File: src/rtl/float2fix_sched.sv
// Round-robin scheduler that shares one combinational float-to-fixed converter
// between two requesters and returns ID-tagged results on a valid/ready port.

module float2fix (
  input  logic [31:0] floatn,
  input  logic [4:0]  fixposition,
  output logic [31:0] fixn
);
  logic [7:0]        exp_eff;
  logic [31:0]       mag;
  logic signed [9:0] sh;
  logic [9:0]        lsh;
  logic [9:0]        rsh;
  logic [31:0]       absval;

  // Value = mag * 2^(exp - 150 + pos); subnormals use exponent 1 with no hidden bit.
  always_comb begin
    exp_eff = (floatn[30:23] == 8'd0) ? 8'd1 : floatn[30:23];
    mag     = {8'd0, (floatn[30:23] != 8'd0), floatn[22:0]};
    sh      = $signed({2'b00, exp_eff}) + $signed({5'b00000, fixposition}) - 10'sd150;
    lsh     = sh;
    rsh     = -sh;
    absval  = 32'd0;
    if (sh >= 10'sd32) begin
      absval = 32'd0;
    end else if (sh >= 10'sd0) begin
      absval = mag << lsh;
    end else if (sh > -10'sd24) begin
      absval = mag >> rsh;
    end
    fixn = floatn[31] ? -absval : absval;
  end
endmodule

module float2fix_sched #(
  parameter int CNT_W = 16
) (
  input  logic             clk,
  input  logic             rst,
  input  logic             req0_valid,
  output logic             req0_ready,
  input  logic [31:0]      req0_float,
  input  logic [4:0]       req0_pos,
  input  logic             req1_valid,
  output logic             req1_ready,
  input  logic [31:0]      req1_float,
  input  logic [4:0]       req1_pos,
  output logic             out_valid,
  input  logic             out_ready,
  output logic [31:0]      out_fix,
  output logic             out_id,
  output logic [CNT_W-1:0] cnt0,
  output logic [CNT_W-1:0] cnt1
);
  typedef enum logic [1:0] {IDLE, CONVERT, HOLD} state_t;

  state_t      state;
  state_t      state_next;
  logic        ptr;
  logic        grant_valid;
  logic        grant_id;
  logic        accept;
  logic [31:0] op_float;
  logic [4:0]  op_pos;
  logic        op_id;
  logic [31:0] fixn;

  float2fix u_conv (
    .floatn      (op_float),
    .fixposition (op_pos),
    .fixn        (fixn)
  );

  // ptr names the requester that wins when both are valid.
  always_comb begin
    grant_valid = req0_valid | req1_valid;
    grant_id    = 1'b0;
    if (req0_valid && req1_valid) begin
      grant_id = ptr;
    end else if (req1_valid) begin
      grant_id = 1'b1;
    end
    req0_ready = (state == IDLE) && grant_valid && !grant_id;
    req1_ready = (state == IDLE) && grant_valid && grant_id;
    accept     = req0_ready | req1_ready;
  end

  always_comb begin
    state_next = state;
    case (state)
      IDLE:    if (accept) state_next = CONVERT;
      CONVERT: state_next = HOLD;
      HOLD:    if (out_ready) state_next = IDLE;
      default: state_next = IDLE;
    endcase
  end

  always_ff @(posedge clk or posedge rst) begin
    if (rst) begin
      state <= IDLE;
    end else begin
      state <= state_next;
    end
  end

  always_ff @(posedge clk or posedge rst) begin
    if (rst) begin
      ptr       <= 1'b0;
      op_float  <= 32'd0;
      op_pos    <= 5'd0;
      op_id     <= 1'b0;
      out_valid <= 1'b0;
      out_fix   <= 32'd0;
      out_id    <= 1'b0;
      cnt0      <= '0;
      cnt1      <= '0;
    end else begin
      case (state)
        IDLE: begin
          if (accept) begin
            op_float <= grant_id ? req1_float : req0_float;
            op_pos   <= grant_id ? req1_pos : req0_pos;
            op_id    <= grant_id;
            ptr      <= !grant_id;
          end
        end
        CONVERT: begin
          out_fix   <= fixn;
          out_id    <= op_id;
          out_valid <= 1'b1;
        end
        HOLD: begin
          if (out_ready) begin
            out_valid <= 1'b0;
            if (out_id) begin
              cnt1 <= cnt1 + CNT_W'(1);
            end else begin
              cnt0 <= cnt0 + CNT_W'(1);
            end
          end
        end
        default: ;
      endcase
    end
  end
endmodule

File: config.mk
export PLATFORM = sky130hd
export DESIGN_NAME = float2fix_sched
export DESIGN_NICKNAME = d
export VERILOG_FILES = /design/src/rtl/float2fix_sched.sv
export SDC_FILE = /design/constraint.sdc
export NUM_CORES = 1
export LEC_CHECK = 0
export ABC_AREA = 1
export CAP_MARGIN = 5
export CORE_ASPECT_RATIO = 0.6
export CORE_MARGIN = 4
export CORE_UTILIZATION = 40
export CTS_BUF_LIST = sky130_fd_sc_hd__clkbuf_4 sky130_fd_sc_hd__clkbuf_8 sky130_fd_sc_hd__clkbuf_16
export CTS_CLUSTER_DIAMETER = 150
export DETAILED_ROUTE_END_ITERATION = 6
export GPL_TIMING_DRIVEN = 0
export SYNTH_ARGS = -nofsm -noshare
export SYNTH_HDL_FRONTEND = slang
export SYNTH_SLANG_ARGS = --single-unit
File: constraint.sdc
create_clock -name clk -period 11.66 [get_ports clk]
set_input_delay 2.332 -clock clk [delete_from_list [all_inputs] [get_ports clk]]
set_output_delay 2.332 -clock clk [all_outputs]
set_load 0.01 [all_outputs]
==> results.ini <==
[clock_network]
ctsHoldBuffers = 0
post-cts-setup-buffers = 0
numCtsBuffers = 9
cts_max_level = 3
path_clk_slew_ns = 0.08
cts_root_buf = clkbuf_16
clk_path_buf_depth = 2
clock_sinks = 107
cts_tree = built
ctsResizeCount = 0
clkLatencyLatePin_ns = 0.38

[sta]
max_freq_mhz = 141
setup_tns_ns = 0
setup_violations = 0
finalWorstSetupSlack_ns = 4.59
drv_slew = 0
finalHoldViolations = 0
grt_setup_unrepaired = no
tightest_slew_ns = 1.06
period_minus_slack_ns = 7.07
fin_crit_sh_pct = 60.6
skew_ns = 0.0166
slew_headroom_pct = 29.4

[route]
drc = 0
drt_pass1_iterations = 7
antenna_left = 0
viasPerCell = 5.55
drt_wl_total_microns = 37300
num_vias = 10877
avgRoutedWirePerCell_microns = 19.0
first_iter_violations = 1420

[global_routing]
antenna_found_initial = 0
grt_usage_pct = 28.8
grt_overflow = 0
grt_pass1_wl_microns = 57200
grt_pass1_vias = 9890
grt_max_degree = 57

[placed_design]
hpwl_microns = 30200
place_ws_ns = 4.62
portBuffers = 146
gp_congestion = 1.04

[yosys]
ys_warn_count = 0
ys.flop_type = dfrtp_1
syn_area_sq_um = 9230
synth-seq-cells = 107
synthDistinctLibCells = 47
async_flop_share_pct = 100
syn_inst = 1490
synth_edf_count = 0
ys_seq_area_share_pct = 29.0
postSynthNetCount = 1581
syn_avg_cell_area_sq_um = 6.20

[run]
drv_cap = 0

[min_path]
worst_hold_path_type = flop to flop
holdPathStages = 1
hold_start = cnt1[15]
min_to = cnt1[15]

[floorplanning]
die_w_microns = 204
rows = 42
ios = 147
initial_core_util_pct = 41.2
dieArea_sq_um = 25700
die_y_microns = 126
core_sq_um = 22400

[final_layout]
layout_common_cells = 513 x nand2_1, 327 x nand3_1, 146 x clkdlybuf4s50_1
area_delta_synth_final_pct = 23.5
antenna_cells = 0
final_common_cell = nand2_1
fillers = 2320
final_layout_size_suffix_gt1_share_pct = 7.26
nNetsFinal = 1739

[worst_setup_path]
critical_path_arrival_ns = 4.74
end_kind = output pin
start_kind = input pin
timing.rr.start = op_float[27]
ff2ff_path_depth = 26
crit_fanout = 10
r2r_slack_ns = 5.05
worstSetupPathType = input pin to output pin
cp.required_ns = 9.33
r2r-end = out_fix[8]

[status]
status = complete, no violations

[logic make-up after synthesis]
logic type      share of synthesized area, %
xor+xnor                                3.23
fa+ha+maj                               1.71
buf+inv                                 8.06
simple gates                            49.9
mux                                    0.122
flops                                   29.0
compound gates                          8.00
[critical path: stages]
cell and delay, ns:
clkdlybuf4s50_1 0.51, o21ai_1 0.15, nor2_1 0.14, clkbuf_1 0.59, buf_1 0.39, clkdlybuf4s50_1 0.62
[stage by stage]
stage / util (%) / hold WS [ns] / cell area (sq um) / instances
6_report: 50.9 / 0.478 / 11400 / 1961
5_1_grt: 50.9 / 0.501 / 11400 / 1961
4_1_cts: 50.9 / 0.479 / 11400 / 1961
3_5_place_dp: 49.6 / 0.464 / 11100 / 1945
3_3_place_gp: 49.5 / 0.458 / 11100 / 1944
2_1_floorplan: - / 0.453 / 9230 / 1490
[per-layer routing]
layer  track usage, %  vias up  part of all wire, %  wire length (microns)
met4             4.45        0                  1.0                    377
met3             13.7       41                   15                   5540
met5                0        -                    0                      0
met1             45.9     5056                   49                  18200
li1                 -     5216                    -                      -
met2             34.4      564                   35                  13200
[worst max-delay path by stage]
| stage | start | end | slack (ns) | cells after the start |
|---|---|---|---|---|
| floorplan | req1_valid | req1_ready | 6.15 | 4 |
| detailed placement | req1_valid | req1_ready | 4.62 | 6 |
| global route | req1_valid | req1_ready | 4.45 | 6 |
| finish | req1_valid | req1_ready | 4.59 | 6 |
| global placement | req1_valid | req1_ready | 4.63 | 6 |
| CTS | req1_valid | req1_ready | 4.62 | 6 |
[synthesized netlist by cell type, types with 5 or more instances]
master    instances  area [sq um]
dfrtp_1         107          2680
ha_1             11           138
buf_2            19          95.1
buf_1            13          48.8
nand2_1         513          1930
nand3_2          14           140
a21oi_1          39           195
inv_1            90           338
nand3_1         327          1640
nand2_2          19           119
xnor2_1          10          87.6
clkbuf_1         35           131
nand4_1          20           125
clkinv_1          5          18.8
xor2_1           24           210
inv_2            13          48.8
a22oi_1          19           143
nor3_1            6          30.0
o21ai_1          21           105
nor2_1           91           342
o21ai_0          33           165
nor2_2           12          75.1
[flip-flops by register name (all words and copies together), names as in the netlist]
| register | cells |
|---|---|
| op_float | 32 |
| state | 2 |
| out_fix | 32 |
| cnt0 | 16 |
| out_id | 1 |
| out_valid | 1 |
| ptr | 1 |
| op_id | 1 |
| op_pos | 5 |
| cnt1 | 16 |
[area by class of cell]
cell class | count | area, sq um | area share (%)
multi-input combinational | 1201 | 5810 | 51.0
clock inverter | 6 | 57.6 | 0.505
timing repair buffer | 147 | 1490 | 13.1
buffer | 74 | 339 | 2.97
tap | 308 | 385 | 3.38
clock buffer | 10 | 233 | 2.04
inverter | 108 | 408 | 3.58
sequential | 107 | 2680 | 23.5
Power is left out: the tool's default activity adds up to more than one toggle a clock period on the data nets, which glitch-free logic cannot reach.
